**config.mk**
```make
export PLATFORM = sky130hd
export DESIGN_NAME = ldst_access_arbiter
export DESIGN_NICKNAME = d
export VERILOG_FILES = /design/src/rtl/ldst_access_arbiter_pkg.sv /design/src/rtl/rr_arbiter.sv /design/src/rtl/ldst_access_arbiter.sv
export SDC_FILE = /design/constraint.sdc
export NUM_CORES = 1
export LEC_CHECK = 0
export ABC_AREA = 1
export ABC_CLOCK_PERIOD_IN_PS = 5050
export CORE_UTILIZATION = 40
export CTS_CLUSTER_DIAMETER = 80
export CTS_CLUSTER_SIZE = 20
export DETAILED_ROUTE_END_ITERATION = 16
export DONT_BUFFER_PORTS = 1
export PLACE_DENSITY = 0.54
export SYNTH_ARGS = -nofsm -noshare
export SYNTH_HDL_FRONTEND = slang
export SYNTH_SLANG_ARGS = --single-unit
```
**constraint.sdc**
```tcl
create_clock -name clock -period 5.05 [get_ports clock]
set_clock_uncertainty 0.15 [all_clocks]
set_input_delay 1.515 -clock clock [delete_from_list [all_inputs] [get_ports clock]]
set_output_delay 1.515 -clock clock [all_outputs]
set_load 0.02 [all_outputs]
```
**src/rtl/ldst_access_arbiter_pkg.sv**
```systemverilog
// Shared load/store types: address/stride words and the arbiter state.
// Also holds the strided address step used by the access sequencer.
package ldst_access_arbiter_pkg;

    localparam int ADDR_W   = 16;
    localparam int STRIDE_W = 12;

    typedef logic [ADDR_W-1:0]          address_t;
    typedef logic signed [STRIDE_W-1:0] stride_t;

    typedef enum logic [2:0] {
        IDLE,
        GRANT,
        ISSUE,
        DRAIN,
        TERM
    } ldst_arb_state_t;

    // Wraps modulo 2^ADDR_W; the stride is sign-extended first.
    function automatic address_t addr_step(
        input address_t a,
        input stride_t  s
    );
        return a + address_t'({{(ADDR_W-STRIDE_W){s[STRIDE_W-1]}}, s});
    endfunction

endpackage

```
**src/rtl/rr_arbiter.sv**
```systemverilog
// Combinational round-robin pick: first set request at or after the
// pointer, searching cyclically.
module rr_arbiter #(
    parameter int NUM_REQ   = 2,
    parameter int WIDTH_REQ = (NUM_REQ > 1) ? $clog2(NUM_REQ) : 1
) (
    input  logic [NUM_REQ-1:0]   I_Req,
    input  logic [WIDTH_REQ-1:0] I_Ptr,
    output logic [NUM_REQ-1:0]   O_Grant,
    output logic [WIDTH_REQ-1:0] O_Index
);

    logic                 found;
    logic [WIDTH_REQ-1:0] idx;

    always_comb begin
        O_Grant = '0;
        O_Index = '0;
        found   = 1'b0;
        idx     = '0;
        for (int i = 0; i < NUM_REQ; i++) begin
            idx = WIDTH_REQ'((int'(I_Ptr) + i) % NUM_REQ);
            if (!found && I_Req[idx]) begin
                found        = 1'b1;
                O_Grant[idx] = 1'b1;
                O_Index      = idx;
            end
        end
    end

endmodule

```
**src/rtl/ldst_access_arbiter.sv**
```systemverilog
// Shares one data-memory port among ldst units: round-robin grant,
// strided address generation, load return steering, end-of-access pulse.
module ldst_access_arbiter
    import ldst_access_arbiter_pkg::*;
#(
    parameter int NUM_REQ   = 2,
    parameter int WIDTH_REQ = (NUM_REQ > 1) ? $clog2(NUM_REQ) : 1
) (
    input  logic                      clock,
    input  logic                      reset,
    input  logic                      I_Stall,
    input  logic [NUM_REQ-1:0]        I_Req,
    input  logic [NUM_REQ-1:0]        I_Store,
    input  address_t [NUM_REQ-1:0]    I_Length,
    input  stride_t  [NUM_REQ-1:0]    I_Stride,
    input  address_t [NUM_REQ-1:0]    I_Base,
    input  logic [NUM_REQ-1:0]        I_Ready,
    output logic [NUM_REQ-1:0]        O_Access_Grant,
    output logic [NUM_REQ-1:0]        O_Commit_Grant,
    output logic [NUM_REQ-1:0]        O_Valid,
    output logic [NUM_REQ-1:0]        O_Term,
    output logic                      O_Mem_Req,
    output logic                      O_Mem_We,
    output address_t                  O_Mem_Addr,
    input  logic                      I_Mem_Ack,
    input  logic                      I_Mem_RValid,
    output logic                      O_Busy
);

    ldst_arb_state_t      state_q;
    logic [WIDTH_REQ-1:0] sel_q;
    logic [WIDTH_REQ-1:0] ptr_q;
    logic                 store_q;
    address_t             len_q;
    stride_t              stride_q;
    address_t             base_q;
    address_t             addr_q;
    address_t             issue_cnt_q;
    address_t             resp_cnt_q;

    logic [NUM_REQ-1:0]   arb_grant;
    logic [WIDTH_REQ-1:0] arb_idx;

    rr_arbiter #(
        .NUM_REQ   (NUM_REQ),
        .WIDTH_REQ (WIDTH_REQ)
    ) u_rr (
        .I_Req   (I_Req),
        .I_Ptr   (ptr_q),
        .O_Grant (arb_grant),
        .O_Index (arb_idx)
    );

    logic               in_issue;
    logic               in_drain;
    logic               mem_req;
    logic               fire;
    logic               rsp;
    logic               last_issue;
    address_t           resp_next;
    logic [NUM_REQ-1:0] owner_oh;

    assign in_issue   = (state_q == ISSUE);
    assign in_drain   = (state_q == DRAIN);
    assign mem_req    = in_issue && !I_Stall && I_Ready[sel_q];
    assign fire       = mem_req && I_Mem_Ack;
    // Load returns are counted regardless of stall so none are lost.
    assign rsp        = (in_issue || in_drain) && !store_q && I_Mem_RValid;
    assign resp_next  = resp_cnt_q + address_t'(rsp);
    assign last_issue = (issue_cnt_q == len_q - address_t'(1));
    assign owner_oh   = NUM_REQ'(1) << sel_q;

    always_ff @(posedge clock) begin
        if (reset) begin
            state_q     <= IDLE;
            sel_q       <= '0;
            ptr_q       <= '0;
            store_q     <= 1'b0;
            len_q       <= '0;
            stride_q    <= '0;
            base_q      <= '0;
            addr_q      <= '0;
            issue_cnt_q <= '0;
            resp_cnt_q  <= '0;
        end else begin
            if (rsp) resp_cnt_q <= resp_next;
            if (!I_Stall) begin
                unique case (state_q)
                    IDLE: begin
                        if (|I_Req) begin
                            sel_q    <= arb_idx;
                            store_q  <= |(I_Store & arb_grant);
                            len_q    <= I_Length[arb_idx];
                            stride_q <= I_Stride[arb_idx];
                            base_q   <= I_Base[arb_idx];
                            state_q  <= GRANT;
                        end
                    end
                    GRANT: begin
                        addr_q      <= base_q;
                        issue_cnt_q <= '0;
                        resp_cnt_q  <= '0;
                        state_q     <= (len_q == '0) ? TERM : ISSUE;
                    end
                    ISSUE: begin
                        if (fire) begin
                            addr_q      <= addr_step(addr_q, stride_q);
                            issue_cnt_q <= issue_cnt_q + address_t'(1);
                            if (last_issue) begin
                                if (store_q || resp_next == len_q)
                                    state_q <= TERM;
                                else
                                    state_q <= DRAIN;
                            end
                        end
                    end
                    DRAIN: begin
                        if (resp_next == len_q) state_q <= TERM;
                    end
                    TERM: begin
                        ptr_q   <= (sel_q == WIDTH_REQ'(NUM_REQ-1)) ?
                                   '0 : sel_q + 1'b1;
                        state_q <= IDLE;
                    end
                    default: state_q <= IDLE;
                endcase
            end
        end
    end

    assign O_Access_Grant = (state_q == GRANT) ? owner_oh : '0;
    assign O_Commit_Grant = (state_q == GRANT) ? owner_oh : '0;
    assign O_Term         = (state_q == TERM)  ? owner_oh : '0;
    assign O_Valid        = rsp ? owner_oh : '0;
    assign O_Mem_Req      = mem_req;
    assign O_Mem_We       = in_issue && store_q;
    assign O_Mem_Addr     = addr_q;
    assign O_Busy         = (state_q != IDLE);

endmodule

```
* After elaboration in Yosys (flattened, before gate mapping)
Index checks and enable logic that the tools add are counted.
** Word-level totals
- Register bits :: 98
- Input port bits :: 99
- Output and inout bits :: 27
- Word-level logic and storage cells :: 99
** Cells by class
- $add $sub $neg :: 6
- Magnitude comparators :: 6
- Eq/ne operators :: 10
- Shifts and indexed selects :: 1
- Multiplexer cells :: 39
- Bitwise logic cells :: 3
- Reductions and logical operators :: 24
** Operator list (count)
- $mux W16 :: 9
- $pmux W16 S2 :: 2
- $eq A16 B16 Y1 :: 2
- $mux W12 :: 2
- $mux W3 :: 6
- $add A16 B1 Y16 :: 1
- $add A16 B1 Y16 const B :: 1
- $add A16 B16 Y16 :: 1
- $logic_not A16 Y1 :: 1
- $sub A16 B1 Y16 const B :: 1
- $mux W1 :: 12
- $pmux W3 S4 :: 1
- $mux W2 :: 5
- $logic_and A1 B1 Y1 :: 9
- $lt A1 B2 Y1 const B :: 4
- $eq A3 B2 Y1 const B :: 2
- $ne A2 B1 Y1 const B :: 3
- $reduce_and A3 Y1 :: 2
- $reduce_and A5 Y1 :: 1
- $reduce_or A2 Y1 :: 2
- $eq A3 B1 Y1 const B :: 1
- $eq A3 B3 Y1 const B :: 1
- $logic_not A1 Y1 :: 3
- $logic_not A3 Y1 :: 1
- other kinds (12) :: 16

* Logic depth before layout (Yosys ltp)
Gate-level depths: netlist (run 1).
- Word-level depth :: 11
- Gate-level depth with buffers :: 21
- Depth with buffers taken out :: 20

* Modules after synthesis
Synthesis (run 1) repeated with hierarchy kept, for this count alone.
** Unflattened totals
- Cells, all modules :: 977
- Area total of the unflattened synthesis :: 6337.3 um^2
** Modules (own cells, without submodules)
- ldst_access_arbiter :: times used 1, cells an instance 972, area each 6308.6 um^2, sequential area each 1961.9 um^2
- rr_arbiter :: times used 1, cells an instance 5, area each 28.8 um^2, sequential area each 0.0 um^2

* Worst setup path before layout (run 1)
OpenSTA, ideal clock, no wires.
- Path kind :: input port to flip-flop
- Start point :: input I_Mem_RValid
- End point :: register state_q[1]
- Setup time :: 0.070 ns
- Arrival :: 3.948 ns
- Data required time :: 4.830 ns
- Path slack :: 0.882 ns
- Cell stages on the path :: 20
- Path buffers :: 1
- Path through :: nand4_1 > clkinv_1 > clkbuf_1 > ha_1 > ha_1 > inv_1 > nor2_1 > nand2_1 > nand2_1 > nand2_1 > xor2_1 > inv_1 > nand2_1 > nor2_1 > nand3_1 > nand2_1 > inv_1 > nor2_4 > nand2_1 > a21oi_1
** On the way
- Cells in the longest elaborated chain, start to end :: 8
- Elaborated cells between the ends (all ways) :: 10
- Those cells by class :: add/sub (1); eq/ne (2); mux (4); reduce/logical (3)
** RTL lines
- start: declaration :: line ldst_access_arbiter.sv:26 : input logic I_Mem_RValid,
- $logic_and A1 B1 Y1 * :: line ldst_access_arbiter.sv:68 : assign rsp = (in_issue || in_drain) && !store_q && I_Mem_RValid;
- $add A16 B1 Y16 * :: line ldst_access_arbiter.sv:69 : assign resp_next = resp_cnt_q + address_t'(rsp);
- $eq A16 B16 Y1 * :: line ldst_access_arbiter.sv:110, ldst_access_arbiter.sv:118
- $logic_or A1 B1 Y1 :: line ldst_access_arbiter.sv:110 : if (store_q || resp_next == len_q)
- $mux W3 :: line ldst_access_arbiter.sv:110
- $mux W3 :: line ldst_access_arbiter.sv:109 : if (last_issue) begin
- $mux W3 :: line ldst_access_arbiter.sv:106 : if (fire) begin
- $pmux W3 S4 :: line ldst_access_arbiter.sv:88 : unique case (state_q)
- end signal: assignment :: line ldst_access_arbiter.sv:103 : state_q <= (len_q == '0) ? TERM : ISSUE;
- end: declaration :: line ldst_access_arbiter.sv:30 : ldst_arb_state_t state_q;
Every way passes the cells marked *; elsewhere a longest branch is shown, timed or not. The select of a mux whose other input is x is not followed.
A chain may end at the register's enable or synchronous reset.

* Worst setup path after layout (run 1)
- Start point :: input I_Mem_RValid
- End point :: register state_q[0]
Same word-level chain as after synthesis.

==> impl_metrics.ini, run 1 <==
[die]
core_area_sq_mm = 0.01515
num_rows = 45
io_pins = 126
die_x_microns = 126.5
die_y_microns = 126.5
dieArea_sq_mm = 0.01601
initial_core_util_pct = 40.95

[sta]
fin_crit_sh_pct = 77.35
setup_viol = 0
worst_pin_slew_ns = 0.9236
maxSlewHeadroom_pct = 38.21
finalCriticalPeriod_ns = 3.906
grt_setup_unrepaired = no
timing.final.ws_setup_ns = 1.144
max_freq_mhz = 256.0
drv_slew = 0
setup_tns_ns = 0
hold_viol = 0

[clocking]
cts_buffers = 9
cts_setup_buffers = 0
cts_max_level = 3
cts_buffer_depth = 2
clk_pin_slew_worst_paths_ns = 0.07
cts_tree = done
cts_hold_buf = 0
cts.sinks = 98
cts_root_buf = clkbuf_16
ctsResizeCount = 0
clock_latency_ns = 0.36

[worst_setup_path]
cp_data_arrival_time_ns = 4.05
crit_type = input port to flop
crit_fanout = 6
endpoint_kind = flop
cp_slowest_cell = nor2_1
crit_path_start_kind = input port
path_cells = nand4_1, clkinv_1, ha_1, ha_1, inv_1, nor2_1, nand4_1, nand2_1, nand2_1, nand2_1, nand3_1, nor2_1, nand3_1, nand2_1, inv_1, nor2_4, nand2_1, a21oi_1
crit_required_ns = 5.19
critPathBufInv = 3
crit_path_frequent_cell = nand2_1
cpPeakStageDelay_ns = 0.31
cpLargestDelayFamily = simple AND/OR/NAND/NOR gates

[detailed_routing]
drtIter0Drc = 337
vias = 5993
drc = 0
drt_pass1_iterations = 4
post_drt_wl_per_cell_microns = 16.36
wl_microns = 17980
vias_per_cell = 5.453
postRouteAntennaNets = 0

[finish]
stdcell_count = 1099
regArea_sq_mm = 0.001962
fin_area_sq_mm = 0.006624
fill_cells = 1599
postLayoutCoreUtil_pct = 43.73
drive_above_1_share_pct = 4.830
syn2layout_area_growth_pct = 6.798
multi_input_area_sq_mm = 0.003767
layout.nets = 1025
antennaDiodeCount = 0
final_cell_mix = nand2_1, dfxtp_1, nand3_1
final_common_cell = nand2_1

[logic_synthesis]
synth_area_per_cell_sq_um = 6.669
yosysTopAreaCell = dfxtp_1
synthCells = 930
netlist.area_leader.share_pct = 31.63
synth.net_count = 1049
ys_seq_area_share_pct = 31.63
syn_area_sq_mm = 0.006202
synth-seq-cells = 98
synthTopCellsByArea = dfxtp_1, nand2_1, nand3_1, o21ai_0, a21oi_1
synth.distinct_cells = 44
yosysWarnings = 0

[placement]
port_buffers = 0
place_area_sq_mm = 0.006340
hpwl_microns = 13160
place.gp.congestion = 0.8405
place_ws_ns = 0.7876
dp_cells = 1083

[power_and_ir_drop]
powerDensity_mw_per_mm2 = 319.0
max-vdd-ir-drop_v = 0.0001719
leakagePower_nw = 2.720

[global_route]
antenna_found_initial = 0
grt-ovfl-total = 0
grt_max_degree = 93
grt_pass1_wl_microns = 29320
grt_pass1_vias = 5617
grt.total_usage_pct = 23.55

[status]
outcome = finished, final reports clean

[hold_path]
min_path_type = flop to flop

[run]
maxCapViolCount = 0
worst reg2reg max path: cells and delay by family, from the launching register on:
| family | cells | cell delay, ns |
|---|---|---|
| flip-flops | 1 | 0.37 |
| buffers and inverters | 4 | 0.41 |
| AND/OR/NAND/NOR | 12 | 1.57 |
| adder cells (fa/ha/maj) | 2 | 0.55 |
| AO/OA/AOI/OAI | 1 | 0.12 |
per-stage QoR:
stage          hold WS, ns  total power [mW]
5_1_grt             0.3691             2.245
2_1_floorplan       0.2999             1.328
3_5_place_dp        0.3317             1.454
3_3_place_gp        0.3267             1.458
4_1_cts             0.3425             2.131
6_report            0.3359             2.113
layout make-up:
cell class / count / share of cell area, %
multi-input combinational: 705 / 56.88
clock inverter: 7 / 0.8878
tap: 188 / 3.551
inverter: 84 / 4.760
sequential: 98 / 29.62
clock buffer: 9 / 3.400
timing repair buffer: 8 / 0.9067
cell families (layout without fill, tap and decap cells):
group,Yosys count,after routing,synth area share [%]
simple gates,422,422,29.88
compound gates,222,222,20.01
buf+inv,127,108,7.827
flops,98,98,31.63
xor+xnor,41,41,6.496
fa+ha+maj,20,20,4.156
report_power, final:
group          total (mW)  switching (mW)  internal, mW
Sequential          0.940          0.0990         0.841
Combinational       0.497           0.315         0.182
Clock               0.677           0.334         0.342
Total                2.11           0.748          1.37
synth_stat cells, drive strengths merged:
master,number
xnor2,15
a221oi,3
xnor3,1
nor3b,2
xor3,2
ha,19
inv,83
nor2,76
nand4,8
nor3,15
a31oi,49
o211ai,7
o21a,1
a21o,3
nand3b,4
nand3,99
nor4,2
dfxtp,98
clkinv,1
a32oi,1
clkbuf,39
xor2,23
buf,4
nand2,211
o21ai,84
o22ai,1
or2,4
fa,1
a211oi,4
and2,1
a21oi,64
o221ai,2
o31ai,1
o21bai,2
state kept, by name (all words and copies together) (netlist names):
name / count
state_q: 3
issue_cnt_q: 16
store_q: 1
O_Mem_Addr: 16
ptr_q: 1
stride_q: 12
sel_q: 1
resp_cnt_q: 16
base_q: 16
len_q: 16
worst paths after layout:
kind,from,endpoint,slack (ns),depth (start not counted)
max,I_Mem_RValid,state_q[0],1.14,18
min,ptr_q,ptr_q,0.34,2
max reg2reg,state_q[2],state_q[0],1.81,19
min reg2reg,ptr_q,ptr_q,0.34,2
routing by layer:
metal | global-route usage (%) | vias to the layer above | part of all wire [%]
met5 | 0 | - | 0
met4 | 5.315 | 0 | 1.1
met3 | 5.146 | 15 | 5.2
met2 | 40.92 | 150 | 48
met1 | 29.71 | 2715 | 45
li1 | - | 3113 | -
Power figures use the tool's default switching activity.
==> run 2, diff against run 1 <==
ABC_CLOCK_PERIOD_IN_PS = 4000   (was 5050)
clock period = 4 ns   (was 5.05 ns; I/O delays follow)
==> impl_metrics.ini, run 2 (synthesized netlist as in run 1, its figures left out) <==
[status]
outcome = finished, final reports clean

[sta]
drv_slew = 0
finalCriticalPeriod_ns = 3.394
hold_viol = 0
setup_viol = 0
max_freq_mhz = 294.7
worst_pin_slew_ns = 0.9176
grt_setup_unrepaired = no
timing.final.ws_setup_ns = 0.6064
fin_crit_sh_pct = 84.84
setup_tns_ns = 0
maxSlewHeadroom_pct = 38.61

[global_route]
grt_use_met3_pct = 4.639
grt_pass1_vias = 5508
grt_util_met2_pct = 38.87
grt_use_met1_pct = 30.67
grt.total_usage_pct = 23.51
antenna_found_initial = 0
grt_max_degree = 57
grt_pass1_wl_microns = 29410
busiest_layer = met2
grt-ovfl-total = 0

[power_and_ir_drop]
sequentialPowerShare_pct = 44.3
max-vdd-ir-drop_v = 0.0001972
power_mw = 2.681
switching_share_pct = 35.63
switching_power_uw = 955.1
p_int_mw = 1.726
clockPowerShare_pct = 32.0
combPwrFrac_pct = 23.7
powerDensity_mw_per_mm2 = 403.9
leakagePower_nw = 2.736

[worst_setup_path]
reg2reg_slack_ns = 0.97
worstRegToRegCells = 19
crit_required_ns = 4.14
crit_fanout = 6
crit_path_start_kind = input port
cp_data_arrival_time_ns = 3.53
endpoint_kind = flop
r2r-end = state_q[2]
crit_type = input port to flop
rr_startpoint = state_q[2]

[clocking]
cts_setup_buffers = 0
ctsResizeCount = 0
cts_max_level = 3
cts_tree = done
cts_root_buf = clkbuf_16
clk_pin_slew_worst_paths_ns = 0.07
cts.sinks = 98
cts_hold_buf = 0
clock_latency_ns = 0.36
cts_buffer_depth = 2
cts_buffers = 9

[detailed_routing]
drtIter0Drc = 304
vias_per_cell = 5.444
post_drt_wl_per_cell_microns = 16.60
drc = 0
wl_microns = 18280
drt_pass1_iterations = 5
vias = 5994
postRouteAntennaNets = 0

[placement]
port_buffers = 0
place.gp.congestion = 0.8686
dp_cells = 1086
hpwl_microns = 13490
place_ws_ns = 0.2289

[die]
dieArea_sq_mm = 0.01601
die_y_microns = 126.5
die_x_microns = 126.5
core_area_sq_mm = 0.01515
io_pins = 126
num_rows = 45
initial_core_util_pct = 40.95

[finish]
syn2layout_area_growth_pct = 7.020
antennaDiodeCount = 0
final_cell_mix = nand2_1, dfxtp_1, nand3_1
stdcell_count = 1101
postLayoutCoreUtil_pct = 43.82
final_common_cell = nand2_1
drive_above_1_share_pct = 5.038
layout.nets = 1028

[hold_path]
hold_start = ptr_q
holdPathStages = 2
min_path_type = flop to flop
holdPathEnd = ptr_q

[run]
maxCapViolCount = 0
-- run 2: cell count changes in the layout (fill, tap and decap cells not counted), sizes merged --
cell      previous run  this run
buf                  8        11
clkinv               4         3
clkinvlp             1         0
inv                 86        87
-- run 2: final cells by class --
| type | count | area (sq um) |
|---|---|---|
| inverter | 84 | 315.3 |
| sequential | 98 | 1962 |
| multi-input combinational | 705 | 3767 |
| tap | 188 | 235.2 |
| timing repair buffer | 11 | 82.58 |
| fill | 1600 | 8508 |
| clock buffer | 9 | 225.2 |
| clock inverter | 6 | 50.05 |
-- run 2: worst max-delay path by stage --
| stage | from | to | slack [ns] | cells after the start |
|---|---|---|---|---|
| after floorplan | I_Mem_RValid | state_q[1] | 0.15 | 20 |
| after global placement | I_Mem_RValid | state_q[2] | 0.30 | 18 |
| after detailed placement | I_Mem_RValid | state_q[2] | 0.23 | 18 |
| after CTS | I_Mem_RValid | state_q[2] | 0.60 | 18 |
| after global routing | I_Mem_RValid | state_q[2] | 0.20 | 18 |
| final | I_Mem_RValid | state_q[2] | 0.61 | 18 |
-- run 2: routing by layer --
layer | wire length, microns | part of all wire, % | up-vias
li1 | - | - | 3120
met1 | 8520 | 47 | 2720
met2 | 8600 | 47 | 137
met3 | 817 | 4.5 | 17
met4 | 340 | 1.9 | 0
met5 | 0 | 0 | -
-- run 2: stage by stage --
step	area (sq um)	hold slack (ns)
4_1_cts	6638	0.3344
3_3_place_gp	6362	0.3184
5_1_grt	6638	0.3548
6_report	6638	0.3315
3_5_place_dp	6362	0.3242
2_1_floorplan	6202	0.2999
-- run 2: critical path, stage by stage --
cell,delay (ns)
nand4_1,0.12
clkinv_1,0.09
ha_1,0.26
ha_1,0.27
inv_1,0.07
nor2_1,0.31
nand4_1,0.17
nand2_1,0.12
nand2_1,0.05
nand2_1,0.08
nand3_1,0.08
nor2_1,0.10
nand3_1,0.14
nand2_1,0.11
inv_1,0.07
nor2_4,0.12
nand2_1,0.05
a21oi_1,0.12
-- run 2: power by group through the flow --
| stage | clock (mW) | sequential [mW] | combinational [mW] |
|---|---|---|---|
| 2_1_floorplan | 0 | 1.16 | 0.516 |
| 3_3_place_gp | 0 | 1.21 | 0.637 |
| 3_5_place_dp | 0 | 1.21 | 0.636 |
| 4_1_cts | 0.876 | 1.19 | 0.639 |
| 5_1_grt | 0.919 | 1.20 | 0.729 |
| 6_report | 0.858 | 1.19 | 0.635 |
==> run 3, diff against run 2 <==
ABC_CLOCK_PERIOD_IN_PS = 3300   (was 4000)
clock period = 3.3 ns   (was 4 ns; I/O delays follow)
==> impl_metrics.ini, run 3 (synthesized netlist as in run 1, its figures left out) <==
[worst_setup_path]
cpLargestDelayFamily = simple AND/OR/NAND/NOR gates
crit_path_start_kind = input port
crit_fanout = 6
r2r-end = state_q[1]
crit_required_ns = 3.44
reg2reg_slack_ns = 0.58
endpoint_kind = flop
cp_slowest_cell = ha_2
worstRegToRegCells = 19
critPathBufInv = 3
cp_data_arrival_time_ns = 3.00
path_cells = nand4_1, clkinv_2, ha_4, ha_2, inv_1, nor2_4, nand4_1, nand2_1, nand2_1, nand2_1, nand3_1, nor2_1, nand3_1, nand2_1, inv_1, nor2_4, nand2_1, a21oi_1
rr_startpoint = store_q
cpPeakStageDelay_ns = 0.22
crit_path_frequent_cell = nand2_1
crit_type = input port to flop

[detailed_routing]
wl_microns = 18240
drt_pass1_iterations = 5
drc = 0
vias_per_cell = 5.443
postRouteAntennaNets = 0
post_drt_wl_per_cell_microns = 16.43
drtIter0Drc = 392
vias = 6042

[finish]
final_common_cell = nand2_1
layout.nets = 1035
fill_cells = 1577
final_cell_mix = nand2_1, dfxtp_1, nand3_1
stdcell_count = 1110
syn2layout_area_growth_pct = 8.634
drive_above_1_share_pct = 6.189
postLayoutCoreUtil_pct = 44.49
fin_area_sq_mm = 0.006738

[die]
io_pins = 126
die_x_microns = 126.5
initial_core_util_pct = 40.95
num_rows = 45
die_y_microns = 126.5
core_area_sq_mm = 0.01515
dieArea_sq_mm = 0.01601

[clocking]
cts_buffer_depth = 2
cts_max_level = 3
clk_pin_slew_worst_paths_ns = 0.07
cts_hold_buf = 0
cts.sinks = 98
cts_tree = done
clock_latency_ns = 0.36
cts_setup_buffers = 0
cts_buffers = 9
ctsResizeCount = 0
cts_root_buf = clkbuf_16

[hold_path]
holdPathStages = 2
holdPathEnd = ptr_q
min_path_type = flop to flop
hold_start = ptr_q

[placement]
port_buffers = 0
dp_cells = 1093
place_ws_ns = 0.04755
place_area_sq_mm = 0.006449
hpwl_microns = 13710
place.gp.congestion = 0.8994

[sta]
finalCriticalPeriod_ns = 2.865
timing.final.ws_setup_ns = 0.4348
grt_setup_unrepaired = no
hold_viol = 0
setup_tns_ns = 0
whs_ns = 0.3379
worst_pin_slew_ns = 0.5127
maxSlewHeadroom_pct = 65.82
fin_crit_sh_pct = 86.82
setup_viol = 0
drv_slew = 0
max_freq_mhz = 349.0

[global_route]
grt_pass1_wl_microns = 29610
grt_max_degree = 93
grt-ovfl-total = 0
grt.total_usage_pct = 23.63
grt_pass1_vias = 5698
antenna_found_initial = 1

[power_and_ir_drop]
leakagePower_nw = 2.774
power_mw = 3.257
powerDensity_mw_per_mm2 = 483.4
max-vdd-ir-drop_v = 0.0003748

[run]
maxCapViolCount = 0

[status]
outcome = finished, final reports clean
[run 3: changes by cell type in the layout (fill, tap and decap cells not counted), sizes merged]
cell	change
buf	+7
inv	-2
clkbuf	+1
clkinv	+1
clkinvlp	+1
diode	+1
[run 3: layout make-up]
type | count | area [sq um] | share of cell area (%)
repair buffers | 18 | 147.6 | 2.191
inverters | 84 | 316.6 | 4.698
clock buffers | 10 | 239.0 | 3.547
flip-flops and latches | 98 | 1962 | 29.12
multi-input cells | 705 | 3787 | 56.21
well taps | 188 | 235.2 | 3.491
diodes | 1 | 2.502 | 0.03714
clock inverters | 6 | 47.55 | 0.7057
[run 3: where the power goes]
group	switching, mW	leakage, nW	total, mW	internal (mW)
Combinational	0.486	1.83	0.781	0.294
Clock	0.498	0.139	1.04	0.539
Sequential	0.153	0.801	1.44	1.29
[run 3: worst max path at each step]
stage / startpoint / endpoint / slack, ns / cells past startpoint
after floorplan: I_Mem_RValid / state_q[1] / 0.02 / 20
after detailed placement: I_Mem_RValid / state_q[2] / 0.05 / 18
final: I_Mem_RValid / state_q[1] / 0.43 / 18
after global placement: I_Mem_RValid / state_q[2] / 0.10 / 18
after global routing: I_Mem_RValid / state_q[0] / 0.12 / 19
after CTS: I_Mem_RValid / state_q[1] / 0.40 / 18
[run 3: tightest hold or removal path, stage by stage (launching register included)]
cell and delay (ns):
dfxtp_1 0.32, o21ai_0 0.07, a21oi_1 0.06
[run 3: per-layer routing]
metal | vias to the layer above | share of wire (%) | track usage (%)
met1 | 2726 | 45 | 30.03
met5 | - | 0 | 0
met3 | 18 | 6.2 | 5.905
met4 | 0 | 2.2 | 7.229
li1 | 3131 | - | -
met2 | 167 | 46 | 39.32
